[config.mk]
export PLATFORM = sky130hd
export DESIGN_NAME = chaos_scan_ctrl
export DESIGN_NICKNAME = d
export VERILOG_FILES = /design/src/rtl/chaos_disp_pkg.sv /design/src/rtl/chaos_scan_ctrl_mu_sweep.sv /design/src/rtl/chaos_scan_ctrl.sv
export SDC_FILE = /design/constraint.sdc
export NUM_CORES = 1
export LEC_CHECK = 0
export ABC_AREA = 1
export BUFFER_PORTS_ARGS = -buffer_cell sky130_fd_sc_hd__buf_2
export CAP_MARGIN = 20
export CORE_MARGIN = 2
export CORE_UTILIZATION = 45
export DETAILED_ROUTE_END_ITERATION = 8
export GPL_TIMING_DRIVEN = 0
export PLACE_DENSITY = 0.73
export SYNTH_ARGS = -nofsm -noshare
export SYNTH_HDL_FRONTEND = slang
export SYNTH_SLANG_ARGS = --single-unit
export TNS_END_PERCENT = 50
[constraint.sdc]
create_clock -name CLK -period 1.49 [get_ports CLK]
set_clock_uncertainty 0.05 [all_clocks]
set_input_delay 0.149 -clock CLK [delete_from_list [all_inputs] [get_ports CLK]]
set_output_delay 0.149 -clock CLK [all_outputs]
set_load 0.005 [all_outputs]
[src/rtl/chaos_disp_pkg.sv]
// Shared types, default VGA timing and mu sweep constants for the chaos-map display.
// Imported by chaos_scan_ctrl and mu_sweep.
package chaos_disp_pkg;

    typedef logic [17:0] mu_t;
    typedef logic [9:0]  coord_t;

    localparam int DEF_H_ACTIVE = 640;
    localparam int DEF_H_FP     = 16;
    localparam int DEF_H_SYNC   = 96;
    localparam int DEF_H_BP     = 48;
    localparam int DEF_V_ACTIVE = 480;
    localparam int DEF_V_FP     = 10;
    localparam int DEF_V_SYNC   = 2;
    localparam int DEF_V_BP     = 33;

    localparam int DEF_H_TOTAL = DEF_H_ACTIVE + DEF_H_FP + DEF_H_SYNC + DEF_H_BP;
    localparam int DEF_V_TOTAL = DEF_V_ACTIVE + DEF_V_FP + DEF_V_SYNC + DEF_V_BP;

    localparam mu_t DEF_MU_START        = 18'h2_8000;
    localparam mu_t DEF_MU_END          = 18'h3_FFFF;
    localparam mu_t DEF_MU_STEP         = 18'h0_0100;
    localparam int  DEF_FRAMES_PER_STEP = 4;

    // One sweep step; the carry bit of the 19-bit sum catches 18-bit overflow.
    function automatic mu_t mu_next(input mu_t cur, input mu_t step,
                                    input mu_t mu_end, input mu_t mu_start);
        logic [18:0] sum;
        sum = {1'b0, cur} + {1'b0, step};
        return (sum > {1'b0, mu_end}) ? mu_start : sum[17:0];
    endfunction

endpackage

[src/rtl/chaos_scan_ctrl_mu_sweep.sv]
// Frame counter and mu step/wrap logic; only instantiated when CHAOS_MU_SWEEP_EN is defined.
// Steps mu on the restart strobe once FRAMES_PER_STEP frames have elapsed and pause is low.
module mu_sweep
    import chaos_disp_pkg::*;
#(
    parameter mu_t MU_START        = DEF_MU_START,
    parameter mu_t MU_END          = DEF_MU_END,
    parameter mu_t MU_STEP         = DEF_MU_STEP,
    parameter int  FRAMES_PER_STEP = DEF_FRAMES_PER_STEP
) (
    input  logic CLK,
    input  logic RST,
    input  logic pause,
    input  logic frame_start,
    input  logic step_slot,
    output mu_t  mu
);

    localparam logic [7:0] FRAME_LIMIT = 8'(FRAMES_PER_STEP);

    logic [7:0] frame_cnt;

    // step_slot is high on the edge that drops cyc_rst_n, so the new mu
    // appears together with the restart strobe.
    always_ff @(posedge CLK or negedge RST) begin
        if (!RST) begin
            frame_cnt <= '0;
            mu        <= MU_START;
        end else if (step_slot) begin
            if (frame_cnt == FRAME_LIMIT && !pause) begin
                frame_cnt <= '0;
                mu        <= mu_next(mu, MU_STEP, MU_END, MU_START);
            end
        end else if (frame_start && frame_cnt != FRAME_LIMIT) begin
            frame_cnt <= frame_cnt + 8'd1;
        end
    end

endmodule

[src/rtl/chaos_scan_ctrl.sv]
// Raster scan controller: row/col counters, registered sync/DE/blanked colour, engine restart
// strobe and mu sweep. Define CHAOS_MU_SWEEP_EN to compile in the animated mu sweep.
module chaos_scan_ctrl
    import chaos_disp_pkg::*;
#(
    parameter int  H_ACTIVE        = DEF_H_ACTIVE,
    parameter int  H_FP            = DEF_H_FP,
    parameter int  H_SYNC          = DEF_H_SYNC,
    parameter int  H_BP            = DEF_H_BP,
    parameter int  V_ACTIVE        = DEF_V_ACTIVE,
    parameter int  V_FP            = DEF_V_FP,
    parameter int  V_SYNC          = DEF_V_SYNC,
    parameter int  V_BP            = DEF_V_BP,
    parameter mu_t MU_START        = DEF_MU_START,
    parameter mu_t MU_END          = DEF_MU_END,
    parameter mu_t MU_STEP         = DEF_MU_STEP,
    parameter int  FRAMES_PER_STEP = DEF_FRAMES_PER_STEP
) (
    input  logic   CLK,
    input  logic   RST,
    input  logic   pause,
    input  logic   red_in,
    input  logic   green_in,
    input  logic   blue_in,
    output coord_t row,
    output coord_t col,
    output mu_t    mu,
    output logic   cyc_rst_n,
    output logic   hsync,
    output logic   vsync,
    output logic   de,
    output logic   red,
    output logic   green,
    output logic   blue,
    output logic   frame_start
);

    localparam int H_TOTAL = H_ACTIVE + H_FP + H_SYNC + H_BP;
    localparam int V_TOTAL = V_ACTIVE + V_FP + V_SYNC + V_BP;

    localparam coord_t H_LAST     = coord_t'(H_TOTAL - 1);
    localparam coord_t V_LAST     = coord_t'(V_TOTAL - 1);
    localparam coord_t HS_BEGIN   = coord_t'(H_ACTIVE + H_FP);
    localparam coord_t HS_END     = coord_t'(H_ACTIVE + H_FP + H_SYNC);
    localparam coord_t VS_BEGIN   = coord_t'(V_ACTIVE + V_FP);
    localparam coord_t VS_END     = coord_t'(V_ACTIVE + V_FP + V_SYNC);
    localparam coord_t H_ACT_LIM  = coord_t'(H_ACTIVE);
    localparam coord_t V_ACT_LIM  = coord_t'(V_ACTIVE);

    coord_t col_nxt;
    coord_t row_nxt;
    logic   active_raw;
    logic   hsync_raw;
    logic   vsync_raw;
    logic   step_slot;
    logic   frame_slot;

    // NOTE: every always_comb output gets a default first so no path leaves
    // it unassigned, which would otherwise infer a latch.
    always_comb begin
        col_nxt = col + 10'd1;
        row_nxt = row;
        if (col == H_LAST) begin
            col_nxt = '0;
            row_nxt = (row == V_LAST) ? '0 : row + 10'd1;
        end
    end

    assign active_raw = (col < H_ACT_LIM) && (row < V_ACT_LIM);
    assign hsync_raw  = !((col >= HS_BEGIN) && (col < HS_END));
    assign vsync_raw  = !((row >= VS_BEGIN) && (row < VS_END));

    // Decoded on the next position so the registered strobes line up with the counters.
    assign step_slot  = (row_nxt == V_ACT_LIM) && (col_nxt == '0);
    assign frame_slot = (row_nxt == '0) && (col_nxt == '0);

    // NOTE: sequential state uses non-blocking assignments so every register
    // samples pre-edge values, independent of statement order.
    always_ff @(posedge CLK or negedge RST) begin
        if (!RST) begin
            row         <= '0;
            col         <= '0;
            cyc_rst_n   <= 1'b0;
            frame_start <= 1'b0;
            hsync       <= 1'b1;
            vsync       <= 1'b1;
            de          <= 1'b0;
            red         <= 1'b0;
            green       <= 1'b0;
            blue        <= 1'b0;
        end else begin
            row         <= row_nxt;
            col         <= col_nxt;
            cyc_rst_n   <= !step_slot;
            frame_start <= frame_slot;
            hsync       <= hsync_raw;
            vsync       <= vsync_raw;
            de          <= active_raw;
            // Colour is sampled with the same decode that feeds de, keeping blanking aligned.
            red         <= active_raw & red_in;
            green       <= active_raw & green_in;
            blue        <= active_raw & blue_in;
        end
    end

`ifdef CHAOS_MU_SWEEP_EN
    mu_sweep #(
        .MU_START        (MU_START),
        .MU_END          (MU_END),
        .MU_STEP         (MU_STEP),
        .FRAMES_PER_STEP (FRAMES_PER_STEP)
    ) u_mu_sweep (
        .CLK         (CLK),
        .RST         (RST),
        .pause       (pause),
        .frame_start (frame_start),
        .step_slot   (step_slot),
        .mu          (mu)
    );
`else
    logic unused_pause;
    assign unused_pause = pause;
    assign mu           = MU_START;
`endif

endmodule
Yosys cells after proc, flatten, opt, wreduce, memory -nomap -nowiden

Index checks and enable logic that the tools add are counted.

Bits in registers: 28
Input bits: 6
Output and inout bits: 46
Logic and storage cells: 37

Add/sub/neg operators: 2
Magnitude comparators: 6
Equality and inequality tests: 3
Muxes and demuxes: 3
Bitwise logic cells: 3
Reduce and logical (&&, ||, !) cells: 10

Operator list:

| cell                                                                    | number |
|---|---|
| 10-bit 2-to-1 mux                                                       | 3 |
| 10-bit by 1-bit adder with 10-bit output (second input constant)        | 2 |
| 10-bit == test (second input constant)                                  | 2 |
| 10-bit logical NOT                                                      | 2 |
| 10-bit < comparator (second input constant)                             | 2 |
| 10-bit by 9-bit < comparator with 1-bit output (second input constant)  | 2 |
| 10-bit by 9-bit == test with 1-bit output (second input constant)       | 1 |
| 10-bit >= comparator (second input constant)                            | 1 |
| 10-bit by 9-bit >= comparator with 1-bit output (second input constant) | 1 |
| 1-bit logical AND                                                       | 5 |
| 1-bit bitwise AND                                                       | 3 |
| 1-bit logical NOT                                                       | 3 |

Depth between registers and ports, before layout

Gate-level depths: netlist of the first run.

Depth after elaboration: 6
Mapped depth: 13
Gate-level depth less buffers: 13

Least setup slack after synthesis of the first run

Ideal clock, no wire load.

Path kind: register to register
Start point: register col[0]
End point: register cyc_rst_n
Setup time: 0.119 ns
Arrival time: 1.485 ns
Required time: 1.321 ns
Setup slack: -0.164 ns
Cell stages (with the launch flop): 11
Path buffers: 0
Clock period less this slack: 1.654 ns
Cells stage by stage: dfrtp_1 ha_1 or2_2 a21boi_0 nand2_1 inv_1 nand2_1 nor2_1 nand3_1 nor2_1 nand2_1

Cells in the longest elaborated chain, start to end: 5
Elaborated cells between the ends (all ways): 8
Those cells by class: add/sub: 1; eq/ne: 2; mux: 2; reduce/logical: 3

Ends and longest elaborated chain:

| element                                                                                | RTL line                                     | source |
|---|---|---|
| start, declared                                                                        | chaos_scan_ctrl.sv:26                        | `output coord_t col,` |
| start signal, assigned                                                                 | chaos_scan_ctrl.sv:93                        | `col <= col_nxt;` |
| 10-bit by 1-bit adder with 10-bit output / 10-bit == test (equally long branches)      | chaos_scan_ctrl.sv:61, chaos_scan_ctrl.sv:63 |  |
| 10-bit 2-to-1 mux                                                                      | chaos_scan_ctrl.sv:63                        | `if (col == H_LAST) begin` |
| 10-bit logical NOT / 10-bit by 9-bit == test with 1-bit output (equally long branches) | chaos_scan_ctrl.sv:74                        | `assign step_slot = (row_nxt == V_ACT_LIM) && (col_nxt == '0);` |
| 1-bit logical AND *                                                                    | chaos_scan_ctrl.sv:74                        |  |
| 1-bit logical NOT *                                                                    | chaos_scan_ctrl.sv:94                        | `cyc_rst_n <= !step_slot;` |
| end signal, assigned                                                                   | chaos_scan_ctrl.sv:94                        |  |
| end, declared                                                                          | chaos_scan_ctrl.sv:28                        | `output logic cyc_rst_n,` |

Every way passes the cells marked *; elsewhere a longest branch is shown, timed or not.

Worst setup path in the final report of the first run

Start point: register col[1]
End point: register frame_start

Cells in the longest elaborated chain, start to end: 4
Elaborated cells between the ends (all ways): 7
Those cells by class: add/sub: 1; eq/ne: 1; mux: 2; reduce/logical: 3

Ends and longest elaborated chain:

| element                                                                           | RTL line                                     | source |
|---|---|---|
| 10-bit by 1-bit adder with 10-bit output / 10-bit == test (equally long branches) | chaos_scan_ctrl.sv:61, chaos_scan_ctrl.sv:63 |  |
| 10-bit 2-to-1 mux *                                                               | chaos_scan_ctrl.sv:63                        |  |
| via col_nxt[5]                                                                    | chaos_scan_ctrl.sv:50                        | `coord_t col_nxt;` |
| 10-bit logical NOT *                                                              | chaos_scan_ctrl.sv:75                        | `assign frame_slot = (row_nxt == '0) && (col_nxt == '0);` |
| 1-bit logical AND *                                                               | chaos_scan_ctrl.sv:75                        |  |
| via frame_slot                                                                    | chaos_scan_ctrl.sv:56                        | `logic frame_slot;` |
| end signal, assigned                                                              | chaos_scan_ctrl.sv:95                        | `frame_start <= frame_slot;` |
| end, declared                                                                     | chaos_scan_ctrl.sv:35                        | `output logic frame_start` |

The timed path passes the listed nets; every way through them passes the cells marked *.

==> impl_metrics.yaml, run 1 <==
outcome:
  status: "complete, but fails checks"
  violations: "negative setup slack"
cts:
  clk_pin_slew_ns: 0.10
  worstSkewPairLatency_ns: 0.28
  cts-root-buf: "clkbuf_8"
  cts_tree: "built"
  cts_made_buffers: 3
  cts_buffer_depth: 2
  htree_levels: 1
  clkSinkCount: 28
logic_synthesis:
  syn_avg_cell_area_um2: 7.055
  synth-seq-area-share: 0.3678
  synth.cell_area_um2: 1912
  synth_cells: 271
  synth_cell_type_count: 30
  yosys_warnings: 0
  ys_ff_latch: 28
power_and_ir_drop:
  ir_worst_vdd_mv: 0.3054
  powerDensity_nw_per_um2: 510.1
  pwr-share-clk: 0.332
  pwr-share-seq: 0.608
  switchingPower_mw: 0.2723
  sw_frac_of_total: 0.2166
  p_leak_nw: 1.472
  power_frac_comb: 0.060
  power.internal_mw: 0.9845
detailed_routing:
  drtIter0Drc: 122
  post_drt_wl_per_cell_um: 11.30
  ant_nets: 0
  dr.pass1.iters: 4
  vias: 1789
  drt_wl_total_um: 4395
  viasPerCell: 4.599
  drc_errors: 0
cells_and_area:
  fin_area_um2: 2464
  multi_input_area_um2: 1031
  fill_cells: 369
  nNetsFinal: 352
  ff_latch_area_um2: 708.2
  layout-drive-gt1-share: 0.3451
  antennaDiodeCount: 0
  syn_to_final_growth_pct: 28.86
  fin_util: 0.6072
global_route:
  grt_usage: 0.1899
  grt_pass1_wl_um: 7534
  grt_max_degree: 29
  antenna_found_initial: 0
  grt_pass1_vias: 1677
  overflow: 0
critical_path:
  crit_type: "register to register"
  slowest_delay_ns: 0.37
  critPathRequiredTime_ns: 1.64
  critPathCaptureType: "register"
  cp_cell_sequence: "ha_2, nand2_4, nor2_8, nand3_4, nand3_1, inv_2, nor2_1, nand2_1, nor2_1, nand2_1, nor2_1"
  critPathSlowestCell: "dfrtp_1"
  cp_max_fo: 5
  worstSetupStartpointType: "register"
  crit_top_cell: "nor2_1"
  worstPathArrival_ns: 1.94
timing:
  fmax_mhz: 560.5
  timing.final.ws_setup_ns: -0.2940
  slew_headroom: 0.5780
  period_share: 1.197
  finalSetupViolCount: 2
  worst_pin_slew_ns: 0.6330
  period_needed_ns: 1.784
  rsz0062_at_grt: "true"
  hold_violations: 0
  drv_slew: 0
floorplan:
  start_util: 0.4712
  rows: 23
  die-width_um: 69.18
  ios: 52
  dieArea_um2: 4786
  die_h_um: 69.18
  coreArea_um2: 4058
placement:
  portBuffers: 32
  place_area_um2: 2197
  place_congestion: 0.8506
  dpl.hpwl_um: 3079
flow_run:
  maxCapViolations: 0
min_path:
  hold_path_class: "primary input to register"
-- metrics by stage --
stage	setup TNS (ns)	worst slack [ns]	hold WS, ns	cells	power [mW]
global placement	-1.041	-0.3591	0.1565	369	0.8516
finish	-0.5693	-0.2940	0.01490	389	1.257
detailed placement	-1.250	-0.3694	0.1611	369	0.8525
CTS	-0.5192	-0.2575	0.01975	383	1.264
floorplan	-0.2659	-0.1635	-0.1966	287	0.8277
global route	-1.322	-0.4235	0.01719	389	1.315
-- critical path: cells and delay by family, from the launching register on --
kind                       cells  cell delay [ns]
adders and majority gates      1             0.21
and+or+nand+nor                9             1.04
buffers and inverters          1             0.05
DFF                            1             0.37
-- cell type report --
class,instances,area share
Multi-Input combinational cell,190,0.4185
Timing Repair Buffer,47,0.1117
Tap cell,50,0.02539
Sequential cell,28,0.2875
Clock buffer,3,0.01676
Buffer,21,0.06298
Inverter,50,0.07720
-- cells by family (layout without fill, tap and decap cells) --
group	count (synthesis)	in the layout	share of synthesized area
buf+inv	71	121	0.1774
other cells	2	18	0.003928
fa+ha+maj	5	5	0.03272
compound gates	5	5	0.01767
simple gates	157	159	0.3868
flops	28	28	0.3678
xor+xnor	3	3	0.01375
-- cell usage after synthesis --
library cell	n	area, µm²
buf_2	3	15.01
buf_4	18	135.1
nor4_1	1	6.260
nor2_2	4	25.02
nand3_2	2	20.02
clkinv_2	1	5.000
nand4_1	6	37.54
o21ai_1	1	5.000
conb_1	2	7.510
nor2_8	1	20.02
nor2_4	1	11.26
o21ai_2	1	8.760
a21boi_0	1	7.510
nand3_1	25	125.1
nand4_2	1	12.51
nand2_1	71	266.5
xor2_1	3	26.28
o21ai_0	1	5.000
nand3_4	1	17.52
dfrtp_1	26	650.6
nand2_2	4	25.02
nor2_1	31	116.4
o21bai_1	1	7.510
nor3_1	4	20.02
or2_2	1	6.260
inv_2	5	18.77
ha_1	5	62.56
nand3b_1	4	30.03
inv_1	44	165.2
dfstp_2	2	52.55
-- state kept, by name (all words and copies together), names as in the netlist --
register and cells:
col 10, row 10, blue 1, cyc_rst_n 1
de 1, frame_start 1, green 1, hsync 1
red 1, vsync 1
-- power by group through the flow --
stage	clock [mW]	sequential (mW)	combinational, mW
2_1_floorplan	0	0.780	0.0473
4_1_cts	0.425	0.765	0.0750
3_3_place_gp	0	0.779	0.0725
5_1_grt	0.465	0.765	0.0849
6_report	0.417	0.764	0.0750
3_5_place_dp	0	0.779	0.0731
-- final timing paths --
path	startpoint	to	slack, ns	cells after the start
worst min-delay path	red_in	red$_DFF_PN0_	0.01	3
min in group asynchronous	RST	col[8]$_DFF_PN0_	0.36	2
worst max-delay path	col[1]$_DFF_PN0_	frame_start$_DFF_PN0_	-0.29	11
worst max register to register	col[1]$_DFF_PN0_	frame_start$_DFF_PN0_	-0.29	11
worst min register to register	row[9]$_DFF_PN0_	de$_DFF_PN0_	0.53	1
max in group asynchronous	RST	row[1]$_DFF_PN0_	0.56	2
-- layer usage --
metal,up-vias,GRT usage,wire [µm]
met5,-,0,0
met4,0,0.05664,47
met3,4,0.02616,192
met2,48,0.3216,2140
met1,806,0.2528,2015
li1,931,-,-
-- repair_timing --
action,in CTS,in global routing
cloned,2,0
pin swaps,8,11
resized for setup,14,18
buffers inserted,8,6
hold buffers,1,0
endpoints found under the setup margin,12,17
hold endpoints to repair,26,0
-- cell usage in the layout (no fill, tap or decap), drive strengths merged --
master	count
nand2	75
buf	67
inv	50
nor2	38
nand3	29
dfrtp	26
conb	18
nand4	7
ha	5
nand3b	4
nor3	4
xor2	3
clkbuf	3
o21ai	3
dfstp	2
or2	1
o21bai	1
nor4	1
a21boi	1
dlygate4sd3	1
No activity file was read; power rests on OpenSTA's default activity.
==> inputs of run 2 (changes only) <==
--- a/config.mk
+++ b/config.mk
@@ -9,10 +9,11 @@
 export BUFFER_PORTS_ARGS = -buffer_cell sky130_fd_sc_hd__buf_2
 export CAP_MARGIN = 20
 export CORE_MARGIN = 2
-export CORE_UTILIZATION = 45
+export CORE_UTILIZATION = 47
 export DETAILED_ROUTE_END_ITERATION = 8
 export GPL_TIMING_DRIVEN = 0
-export PLACE_DENSITY = 0.73
+export PLACE_DENSITY = 0.76
+export SKIP_LAST_GASP = 1
 export SYNTH_ARGS = -nofsm -noshare
 export SYNTH_HDL_FRONTEND = slang
 export SYNTH_SLANG_ARGS = --single-unit
==> impl_metrics.yaml, run 2 (synthesized netlist as in run 1, its figures left out) <==
critical_path:
  critPathRequiredTime_ns: 1.62
  worstRegToRegCells: 11
  crit_type: "register to register"
  worstSetupStartpointType: "register"
  cp_max_fo: 5
  worstPathArrival_ns: 2.03
  critPathCaptureType: "register"
global_route:
  grt_max_degree: 29
  grt_pass1_wl_um: 7024
  grt_usage: 0.2011
  antenna_found_initial: 0
  overflow: 0
  grt_pass1_vias: 1597
floorplan:
  ios: 52
  coreArea_um2: 3971
  die_h_um: 67.78
  start_util: 0.4814
  dieArea_um2: 4594
  rows: 23
  die-width_um: 67.78
timing:
  drv_slew: 0
  fmax_mhz: 526.8
  finalSetupViolCount: 11
  rsz0062_at_grt: "true"
  timing.final.ws_setup_ns: -0.4083
  period_share: 1.274
  hold_violations: 0
  period_needed_ns: 1.898
  slew_headroom: 0.5761
  worst_pin_slew_ns: 0.6359
cells_and_area:
  antennaDiodeCount: 0
  layout-drive-gt1-share: 0.3652
  layout_commonest_cell: "nand2_1"
  nNetsFinal: 357
  syn_to_final_growth_pct: 34.49
  reg.largest.list: "col: 10 flops, row: 10 flops"
  most-common-layout-cells: "67 x nand2_1, 40 x inv_1, 35 x buf_4, 33 x buf_2, 27 x nor2_1"
detailed_routing:
  dr.pass1.iters: 6
  vias: 1989
  drtIter0Drc: 164
  ant_nets: 0
  drt_wl_total_um: 5210
  post_drt_wl_per_cell_um: 13.19
  drc_errors: 0
  viasPerCell: 5.035
cts:
  clk_pin_slew_ns: 0.10
  worstSkewPairLatency_ns: 0.28
  cts_made_buffers: 3
  clkSinkCount: 28
  cts-root-buf: "clkbuf_8"
  cts_tree: "built"
  cts_buffer_depth: 2
  htree_levels: 1
placement:
  dpl.hpwl_um: 3057
  place_congestion: 0.8577
  portBuffers: 32
  pre_cts_ws_ns: -0.3965
outcome:
  violations: "negative setup slack"
  status: "complete, but fails checks"
power_and_ir_drop:
  ir_worst_vdd_mv: 0.2591
  powerDensity_nw_per_um2: 518.8
  p_total_mw: 1.334
  p_leak_nw: 1.491
flow_run:
  maxCapViolations: 0
min_path:
  hold_path_class: "primary input to register"
  holdPathStages: 3
==> run 2: changes by cell type in the layout (fill, tap and decap cells not counted), sizes merged <==
cell    before  now
clkbuf       3    6
inv         50   49
clkinv       0    1
buf         67   70
==> run 2: critical path: stages, from the launching register on <==
cell     delay [ns]
dfrtp_1        0.42
ha_4           0.19
nand2_8        0.07
nor2_8         0.15
nand3_4        0.17
nand3_4        0.14
buf_4          0.11
nand3_1        0.06
nor2_1         0.16
nand2_1        0.09
nor2_1         0.09
nand2_1        0.06
==> run 2: worst paths after layout <==
kind	startpoint	to	slack, ns
max reg2reg	col[0]$_DFF_PN0_	cyc_rst_n$_DFF_PN0_	-0.41
min reg2reg	row[9]$_DFF_PN0_	de$_DFF_PN0_	0.55
max	col[0]$_DFF_PN0_	cyc_rst_n$_DFF_PN0_	-0.41
max in group asynchronous	RST	row[1]$_DFF_PN0_	0.58
min in group asynchronous	RST	green$_DFF_PN0_	0.35
min	red_in	red$_DFF_PN0_	0.01
==> run 2: power breakdown <==
group,internal [mW],switching [mW]
logic,0.0391,0.0355
registers,0.764,0.000827
clock network,0.238,0.257
total,1.04,0.294
==> run 2: metal layers <==
layer / vias up / global-route usage / part of all wire
li1: 940 / - / -
met1: 896 / 0.2575 / 0.37
met2: 135 / 0.3578 / 0.51
met3: 18 / 0.01833 / 0.095
met4: 0 / 0.06000 / 0.025
met5: - / 0 / 0
==> run 2: repair_timing <==
item | 4_1_cts | 5_1_grt
cloned | 2 | 0
endpoints found under the setup margin | 15 | 16
endpoints found under the hold margin | 26 | 0
buffers inserted | 11 | 8
pin swaps | 14 | 15
hold buffers | 1 | 0
gates resized for setup | 11 | 29
==> run 2: area by class of cell <==
cell class / count / area [µm²]
Buffer: 21 / 155.1
Inverter: 50 / 195.2
Fill cell: 338 / 1400
Timing Repair Buffer: 52 / 320.3
Tap cell: 50 / 62.56
Clock buffer: 4 / 55.05
Sequential cell: 28 / 708.2
Multi-Input combinational cell: 190 / 1075
==> run 2: through the flow <==
| step | std cells | utilization | setup TNS [ns] | area, µm² | hold WS, ns |
|---|---|---|---|---|---|
| after detailed placement | 369 | 0.5532 | -1.542 | 2197 | 0.1665 |
| after global placement | 369 | 0.5532 | -0.9478 | 2197 | 0.1546 |
| after global routing | 395 | 0.6474 | -2.626 | 2571 | 0.03848 |
| after floorplan | 287 | - | -0.2659 | 1974 | -0.1966 |
| after CTS | 387 | 0.6062 | -1.011 | 2407 | 0.01540 |
| final | 395 | 0.6474 | -1.439 | 2571 | 0.01119 |
